**config.mk**
```make
export PLATFORM = sky130hd
export DESIGN_NAME = thrust_src_arbiter
export DESIGN_NICKNAME = d
export VERILOG_FILES = /design/src/rtl/thrust_pkg.sv /design/src/rtl/rate_tick_gen.sv /design/src/rtl/thrust_src_arbiter.sv
export SDC_FILE = /design/constraint.sdc
export NUM_CORES = 1
export LEC_CHECK = 0
export CORE_UTILIZATION = 57
export CTS_CLUSTER_DIAMETER = 50
export DETAILED_ROUTE_END_ITERATION = 10
export PLACE_DENSITY = 0.77
export SYNTH_ARGS = -nofsm -noshare
export SYNTH_HDL_FRONTEND = slang
export SYNTH_HIERARCHICAL = 1
export SYNTH_SLANG_ARGS = --single-unit
```
**constraint.sdc**
```tcl
create_clock -name clk_25 -period 2.35 [get_ports clk_25]
set_input_delay 0.3525 -clock clk_25 [delete_from_list [all_inputs] [get_ports clk_25]]
set_output_delay 0.3525 -clock clk_25 [all_outputs]
set_load 0.005 [all_outputs]
```
**src/rtl/thrust_pkg.sv**
```systemverilog
// Shared types and constants for the thrust source arbiter and the wrapper
// logic that inspects its owner/mode encodings.
package thrust_pkg;

  localparam int THRUST_W = 8;

  typedef enum logic [1:0] {
    OWN_NONE    = 2'b00,
    OWN_ANALOG  = 2'b01,
    OWN_DIGITAL = 2'b10
  } owner_t;

  typedef enum logic [1:0] {
    MODE_AUTO     = 2'b00,
    MODE_ANALOG   = 2'b01,
    MODE_DIGITAL  = 2'b10,
    MODE_AUTO_ALT = 2'b11
  } mode_t;

  // The spare encoding behaves as auto, so fold it before any comparison;
  // otherwise 00 <-> 11 would look like a mode change.
  function automatic mode_t norm_mode(input logic [1:0] m);
    mode_t r;
    r = (m == 2'b11) ? MODE_AUTO : mode_t'(m);
    return r;
  endfunction

endpackage

```
**src/rtl/rate_tick_gen.sv**
```systemverilog
// Free-running 0..TICK_DIV-1 counter with a registered single-cycle strobe
// that is high exactly while the counter holds TICK_DIV-1.
module rate_tick_gen #(
  parameter int TICK_DIV = 98425
) (
  input  logic clk,
  input  logic rst_n,
  output logic o_tick
);

  localparam int                CNT_W = $clog2(TICK_DIV);
  localparam logic [CNT_W-1:0]  LAST  = CNT_W'(TICK_DIV - 1);
  localparam logic [CNT_W-1:0]  PRE   = CNT_W'(TICK_DIV - 2);

  logic [CNT_W-1:0] r_cnt;
  logic             r_tick;

  // NOTE: state is updated with non-blocking assignments so every register
  // samples the pre-edge value of its neighbours, independent of block order.
  always_ff @(posedge clk or negedge rst_n) begin
    if (!rst_n) begin
      r_cnt  <= '0;
      r_tick <= 1'b0;
    end else begin
      r_cnt  <= (r_cnt == LAST) ? '0 : r_cnt + CNT_W'(1);
      // Raised one count early so the strobe lines up with r_cnt == LAST.
      r_tick <= (r_cnt == PRE);
    end
  end

  assign o_tick = r_tick;

endmodule

```
**src/rtl/thrust_src_arbiter.sv**
```systemverilog
// Arbitrates the thrust lever between the analog stick and a digital up/down
// ramp, handing ownership over without a jump in the registered thrust value.
module thrust_src_arbiter
  import thrust_pkg::*;
#(
  parameter int TICK_DIV      = 98425,
  parameter int THRUST_MAX    = 254,
  parameter int DEADZONE      = 8,
  parameter int RELEASE_TICKS = 64
) (
  input  logic                clk_25,
  input  logic                RESET_L,
  input  logic [1:0]          mode_sel,
  input  logic signed [7:0]   analog_y,
  input  logic                dig_up,
  input  logic                dig_down,
  output logic [THRUST_W-1:0] thrust,
  output logic [1:0]          owner,
  output logic                ramp_tick
);

  localparam logic [1:0] ST_IDLE    = 2'b00;
  localparam logic [1:0] ST_ANALOG  = 2'b01;
  localparam logic [1:0] ST_DIGITAL = 2'b10;

  localparam int                   REL_W    = $clog2(RELEASE_TICKS + 1);
  localparam logic [REL_W-1:0]     REL_MAX  = REL_W'(RELEASE_TICKS);
  localparam logic [REL_W-1:0]     REL_LAST = REL_W'(RELEASE_TICKS - 1);
  localparam logic [THRUST_W-1:0]  T_MAX    = THRUST_W'(THRUST_MAX);

  logic [1:0]          r_state;
  logic [1:0]          w_state_nxt;
  logic [THRUST_W-1:0] r_thrust;
  logic [REL_W-1:0]    r_rel;
  mode_t               r_mode;
  mode_t               w_mode;
  logic                w_mode_chg;
  logic                w_tick;

  logic signed [8:0]   w_y9;
  logic signed [9:0]   w_diff;
  logic [8:0]          w_mag;
  logic [THRUST_W-1:0] w_a_val;
  logic [THRUST_W-1:0] w_ramp_val;
  logic                w_a_active;
  logic                w_d_active;
  logic                w_own_active;
  logic                w_rel_done;
  owner_t              w_owner;

  rate_tick_gen #(
    .TICK_DIV (TICK_DIV)
  ) u_tick (
    .clk    (clk_25),
    .rst_n  (RESET_L),
    .o_tick (w_tick)
  );

  // Stick rest is 0; full up (-128) maps to 255 before the clamp.
  assign w_y9   = {analog_y[7], analog_y};
  assign w_diff = 10'sd127 - $signed({w_y9[8], w_y9});
  assign w_mag  = w_y9[8] ? 9'(-w_y9) : w_y9;

  assign w_a_active = (w_mag > 9'(DEADZONE));
  assign w_d_active = dig_up ^ dig_down;

  // NOTE: every output of a combinational block gets a default first, so no
  // path leaves it unassigned and no latch is inferred.
  always_comb begin
    w_a_val = w_diff[THRUST_W-1:0];
    if (w_diff < 10'sd0)
      w_a_val = '0;
    else if (w_diff > $signed({2'b00, T_MAX}))
      w_a_val = T_MAX;
  end

  always_comb begin
    w_ramp_val = r_thrust;
    if (dig_up && !dig_down)
      w_ramp_val = (r_thrust >= T_MAX) ? T_MAX : r_thrust + THRUST_W'(1);
    else if (dig_down && !dig_up)
      w_ramp_val = (r_thrust == '0) ? '0 : r_thrust - THRUST_W'(1);
  end

  assign w_mode     = norm_mode(mode_sel);
  assign w_mode_chg = (w_mode != r_mode);

  assign w_own_active = ((r_state == ST_ANALOG)  && w_a_active) ||
                        ((r_state == ST_DIGITAL) && w_d_active);
  assign w_rel_done   = w_tick && !w_own_active && (r_rel >= REL_LAST);

  always_comb begin
    w_state_nxt = r_state;
    if (w_mode_chg) begin
      w_state_nxt = ST_IDLE;
    end else begin
      case (w_mode)
        MODE_ANALOG:  w_state_nxt = ST_ANALOG;
        MODE_DIGITAL: w_state_nxt = ST_DIGITAL;
        default: begin
          case (r_state)
            ST_IDLE: begin
              if (w_d_active)      w_state_nxt = ST_DIGITAL;
              else if (w_a_active) w_state_nxt = ST_ANALOG;
            end
            ST_ANALOG: begin
              if (w_d_active)      w_state_nxt = ST_DIGITAL;
              else if (w_rel_done) w_state_nxt = ST_IDLE;
            end
            ST_DIGITAL: begin
              if (w_d_active)      w_state_nxt = ST_DIGITAL;
              else if (w_a_active) w_state_nxt = ST_ANALOG;
              else if (w_rel_done) w_state_nxt = ST_IDLE;
            end
            default:               w_state_nxt = ST_IDLE;
          endcase
        end
      endcase
    end
  end

  always_ff @(posedge clk_25 or negedge RESET_L) begin
    if (!RESET_L) begin
      r_state  <= ST_IDLE;
      r_thrust <= '0;
      r_rel    <= '0;
      r_mode   <= MODE_AUTO;
    end else begin
      r_state <= w_state_nxt;
      r_mode  <= w_mode;

      if (w_mode_chg || (w_state_nxt != r_state) || w_own_active)
        r_rel <= '0;
      else if (w_tick && (r_rel != REL_MAX))
        r_rel <= r_rel + REL_W'(1);

      // Thrust follows the state being left, so a handoff to DIGITAL ramps
      // from the last analog value and a handoff to ANALOG lands next cycle.
      if (!w_mode_chg) begin
        case (r_state)
          ST_ANALOG:  r_thrust <= w_a_val;
          ST_DIGITAL: if (w_tick) r_thrust <= w_ramp_val;
          default:    r_thrust <= r_thrust;
        endcase
      end
    end
  end

  assign w_owner   = owner_t'(r_state);
  assign owner     = w_owner;
  assign thrust    = r_thrust;
  assign ramp_tick = w_tick;

endmodule

```
; ---- After elaboration in Yosys (flattened, before gate mapping)
; Index checks and enable logic that the tools add are counted.
[totals]
reg_bits = 37
inputBits = 14
output_inout_bits = 11
[op_classes]
n_addsub = 6
order_cmp = 5
n_eq_ne = 12
muxes = 22
bitwise_logic = 2
reduce_logical = 18
[op_table]
columns = operator, count
row1 = 2-to-1 mux 8 bit, 7
row2 = "equality test 17 bit, second input constant", 2
row3 = "adder 17 x 1 -> 17 bit, second input constant", 1
row4 = 2-to-1 mux 17 bit, 1
row5 = 2-to-1 mux 2 bit, 8
row6 = one-hot mux 8 bit (2 select lines), 1
row7 = 2-to-1 mux 7 bit, 2
row8 = "> comparator 9 x 4 -> 1 bit, second input constant", 1
row9 = "> comparator 9 bit, second input constant", 1
row10 = "< comparator 9 x 1 -> 1 bit, second input constant", 1
row11 = 2-to-1 mux 9 bit, 1
row12 = negation 8 -> 9 bit, 1
row13 = "subtractor 8 x 8 -> 9 bit, first input constant", 1
row14 = "adder 8 x 1 -> 8 bit, second input constant", 1
row15 = ">= comparator 8 bit, second input constant", 1
row16 = logical NOT 8 bit, 1
row17 = "subtractor 8 x 1 -> 8 bit, second input constant", 1
row18 = "adder 7 x 1 -> 7 bit, second input constant", 1
row19 = ">= comparator 7 x 6 -> 1 bit, second input constant", 1
row20 = logical AND 1 bit, 7
row21 = "inequality test 7 bit, second input constant", 1
row22 = "equality test 2 bit, second input constant", 3
row23 = one-hot mux 2 bit (3 select lines), 1
row24 = "equality test 2 x 1 -> 1 bit, second input constant", 2
row25 = 11 further kinds, 17

; ---- Longest topological paths before layout
[logic_depth]
word_depth = 18
depth_mapped = 9
depth_no_buf = 8

; ---- Modules after synthesis
; The synthesis kept the hierarchy.
[modules_own_cells]
columns = module, n_inst, cells_per_inst, area_per_inst_um2, seq_area_each_um2
row1 = thrust_src_arbiter, 1, 223, 1828.0, 475.5
row2 = rate_tick_gen, 1, 82, 877.1, 450.4

; ---- Least setup slack after synthesis
; Ideal clock, no wire load.
[synth_timing]
path_kind = input -> register
start = in mode_sel[0]
end = reg r_rel[0]
t_arrival_ns = 1.991
required_ns = 2.264
path_slack_ns = 0.273
cell_stages = 8
n_path_buf = 0
path_cell_list = inv_1 -> ha_1 -> or2b_1 -> a31o_1 -> o311a_1 -> nor4_2 -> nand4_2 -> nor3_1
[synth_via]
elab_chain_cells = 9
elab_cells_between_ends = 12
cone_classes = 5 x eq/ne / 4 x mux / 3 x reduce/logical
[synth_rtl]
columns = item, line
row1 = start: declaration, thrust_src_arbiter.sv:13  ; input logic [1:0] mode_sel,
row2 = equality test 2 bit, thrust_pkg.sv:24  ; r = (m == 2'b11) ? MODE_AUTO : mode_t'(m);
row3 = 2-to-1 mux 2 bit *, thrust_pkg.sv:24
row4 = equality test 2 bit / equality test 2 x 1 -> 1 bit (equally long branches), thrust_src_arbiter.sv:97  ; case (w_mode)
row5 = one-hot mux 2 bit (2 select lines), thrust_src_arbiter.sv:97
row6 = 2-to-1 mux 2 bit, thrust_src_arbiter.sv:94  ; if (w_mode_chg) begin
row7 = inequality test 2 bit, thrust_src_arbiter.sv:132  ; if (w_mode_chg || (w_state_nxt != r_state) || w_own_active)
row8 = logical OR 1 bit * (2 in series), thrust_src_arbiter.sv:132
row9 = 2-to-1 mux 7 bit / nonzero test 2 bit (equally long branches), --
row10 = end signal: assignment, thrust_src_arbiter.sv:135  ; r_rel <= r_rel + REL_W'(1);
row11 = end: declaration, thrust_src_arbiter.sv:34  ; logic [REL_W-1:0] r_rel;
; Mark *: on every way between the ends. The rest lies on a longest branch, timed or not.
; A chain may end at the register's enable or synchronous reset.

; ---- Worst setup path after layout
[layout_timing]
start = in mode_sel[0]
end = reg r_rel[6]
; Same word-level chain as after synthesis.

==> run_results.csv <==
group,metric,value,unit
cells_and_area,antenna_cells,0,
cts,cts_buffers,5,
drt,firstDrtPassIters,7,
cells_and_area,drive_gt1_frac,0.196,
synth,synth-edff-count,0,
global_route,grt_pass1_wl,10.8,mm
cts,cts_max_path_buffers,2,
sta,fin_crit,2.35,ns
die,floorplan.initialDensity,0.609,
worst_setup_path,end_kind,"flop",
die,row_count,24,
cells_and_area,stdcell_area,3400,um^2
synth,netlist_area,2710,um^2
sta,slew-limit-headroom,0.444,
synth,ys_ff_latch,37,
sta,fin_skew,0.00487,ns
sta,max_freq,426,MHz
sta,final_max_slew_viol_count,0,
drt,viasPerCell,6.07,
run,drv_cap,0,
cts,numClockSinks,37,
placement,portBuffers,24,
cells_and_area,syn_to_final_growth,25.7,%
cells_and_area,fill_cells,339,
synth,synth-simple-area-share,0.259,
die,die-height,70.9,um
global_route,grt_max_degree,38,
pwr,p_leak,1.46,nW
synth,synthXorXnorAreaFrac,0.0907,
cts,clock_latency,0.29,ns
cts,cts_tree,"done",
cts,clk_pin_slew,0.08,ns
global_route,grt_util_all_layers,0.270,
drt,dr_total_vias,2513,
hold_path,hp-class,"input port to asynchronous set/reset pin",
worst_setup_path,cp.arrival,2.56,ns
synth,synth_cells,305,
cts,cts_hold_buf,0,
placement,dp_hpwl,4.56,mm
synth,avgSynthCellArea,8.87,um^2
synth,yosysSeqAreaShare,0.342,
cells_and_area,final_nets,392,
sta,fin_crit_sh,0.998,
pwr,power_density,641,nW/um^2
sta,setup_viol,0,
synth,synth_nets,336,
global_route,grt-ovfl-total,0,
synth,async_reset_ff_frac,1.00,
sta,worst_slew_pin_slew,0.834,ns
synth,synth_compound_area_frac,0.172,
placement,placed_area,3180,um^2
synth,synth_fa_ha_area_frac,0.0786,
worst_setup_path,cp.required,2.56,ns
die,dieArea,5030,um^2
synth,synthMuxAreaShare,0.00370,
die,die_w,70.9,um
drt,drt_iter0_markers,170,
die,pin_count,25,
cts,root_buffer,"clkbuf_8",
drt,wl_per_cell,15.4,um
sta,finalHoldViolCount,0,
cells_and_area,final_cells,414,
drt,drt-total-wl,6.37,mm
die,core_area,4440,um^2
worst_setup_path,start_kind,"input port",
drt,final_antenna_net_count,0,
synth,ys_dominant_reg_cell,"dfrtp_1",
global_route,grt_antenna_before_repair,0,
sta,fin_hold_ws,0.151,ns
outcome,status,"finished, final reports clean",
synth,synthDistinctLibCells,60,
worst_setup_path,cp_max_fo,7,
synth,synth_top_family_by_area,"simple AND/OR/NAND/NOR gates",
placement,place.gp.congestion,0.956,
cts,htree_levels,2,
synth,synth-warning-count,6,
global_route,grt_pass1_vias,2334,
worst_setup_path,criticalPathCategory,"input port to flop",
placement,dp.cells,404,
pwr,vdd_drop_max,0.000338,V
drt,drc,0,
==> repair_timing <==
| item | 4_1_cts | 5_1_grt |
|---|---|---|
| resized for setup | 5 | 20 |
| setup buffers | 1 | 1 |
| gates cloned | 0 | 0 |
| pin swaps | 4 | 9 |
| endpoints found under the setup margin | 7 | 7 |
==> critical path: stages <==
cell and delay (ns):
clkdlybuf4s50_1 0.49, inv_1 0.09, ha_4 0.22, or2b_1 0.25, a31o_1 0.23, o21a_1 0.11
nor4_2 0.32, nand4_2 0.14, buf_6 0.16, nor3_2 0.18
==> cell usage after synthesis (2+ instances only) <==
cell type | instances | area share
a211o_1 | 2 | 0.0065
a211oi_1 | 2 | 0.0055
a21oi_1 | 12 | 0.022
a22o_1 | 2 | 0.0065
a311oi_1 | 2 | 0.0065
a31oi_1 | 3 | 0.0069
a41o_1 | 2 | 0.0074
and2_1 | 3 | 0.0069
clkbuf_1 | 7 | 0.0097
dfrtp_1 | 37 | 0.34
ha_1 | 17 | 0.079
inv_1 | 18 | 0.025
nand2_1 | 21 | 0.029
nand3_1 | 9 | 0.017
nand4_1 | 11 | 0.025
nand4_2 | 3 | 0.014
nor2_1 | 26 | 0.036
nor2b_1 | 4 | 0.0092
nor3_1 | 18 | 0.033
nor3b_1 | 4 | 0.011
nor4_1 | 8 | 0.019
o211ai_1 | 4 | 0.011
o21a_1 | 3 | 0.0083
o21ai_0 | 19 | 0.035
o22ai_1 | 3 | 0.0069
o31ai_1 | 5 | 0.014
xnor2_1 | 18 | 0.058
xor2_1 | 10 | 0.032
==> through the flow <==
step | setup TNS [ns] | util | worst slack [ns] | power (mW)
5_1_grt | -0.317 | 0.765 | -0.0857 | 2.32
4_1_cts | 0 | 0.744 | 0.0250 | 2.16
3_5_place_dp | -2.99 | 0.715 | -0.434 | 1.67
3_3_place_gp | -2.39 | 0.715 | -0.325 | 1.65
2_1_floorplan | 0 | - | 0.273 | 1.31
6_report | 0 | 0.765 | 0.00474 | 2.18
==> path summary, 6_finish.rpt <==
check | from | endpoint | slack [ns] | cells after the start
max | mode_sel[0] | r_rel[6] | 0.005 | 10
min | RESET_L | thrust[1] | 0.15 | 1
max reg2reg | r_rel[0] | r_rel[6] | 0.14 | 9
min reg2reg | u_tick/r_cnt[0] | u_tick/r_cnt[0] | 0.52 | 1
max in group asynchronous | RESET_L | u_tick/r_cnt[0] | 1.67 | 1
min in group clk_25 | u_tick/r_cnt[0] | u_tick/r_cnt[0] | 0.52 | 1
==> cell families after synthesis <==
kind of cell | after synthesis
AND/OR/NAND/NOR | 125
AO/OA/AOI/OAI | 69
flip-flops | 37
XOR/XNOR | 28
buffers and inverters | 28
adder cells (fa/ha/maj) | 17
multiplexers | 1
==> cells in the final DEF, fill, tap and decap left out, types with 3 or more instances in the layout <==
cell type and instances:
nor3_2 6, nor2b_1 3, o31ai_1 5, dlymetal6s2s_1 3, o21ai_0 19, and2_1 3
nand3_1 8, nor2_1 25, o21a_1 3, xnor2_1 17, nand4_2 3, nand4_1 11
nor4_1 8, nand2_1 21, a31oi_1 3, o211ai_1 4, nor3b_1 4, clkdlybuf4s50_1 20
ha_1 15, xor2_1 10, nor3_1 11, clkbuf_8 6, o22ai_1 3, inv_1 17
dfrtp_1 37, a21oi_1 10, buf_4 34
==> routing by layer <==
metal,track usage,wire length [um],vias up
met5,0,0,-
met1,0.376,2910,1214
met3,0.0442,261,8
met2,0.442,3120,70
met4,0.0689,76,0
li1,-,-,1221
==> sequential cells by signal, indices dropped and copies added, names as in the netlist <==
name,count
thrust,8
r_mode,2
owner,2
r_rel,7
u_tick/o_tick,1
u_tick/r_cnt,17
==> power breakdown <==
group / switching [mW] / internal (mW)
sequential: 0.133 / 0.708
clock: 0.241 / 0.238
combinational: 0.415 / 0.445
==> final cells by class <==
cell class,count,area [um^2],share of cell area
inverters,18,67.6,0.0199
clock inverters,2,13.8,0.00405
flip-flops and latches,37,926,0.272
repair buffers,59,509,0.150
well taps,52,65.1,0.0191
multi-input cells,240,1740,0.510
clock buffers,6,82.6,0.0243
Note: power is estimated with default switching activity, not from simulation.
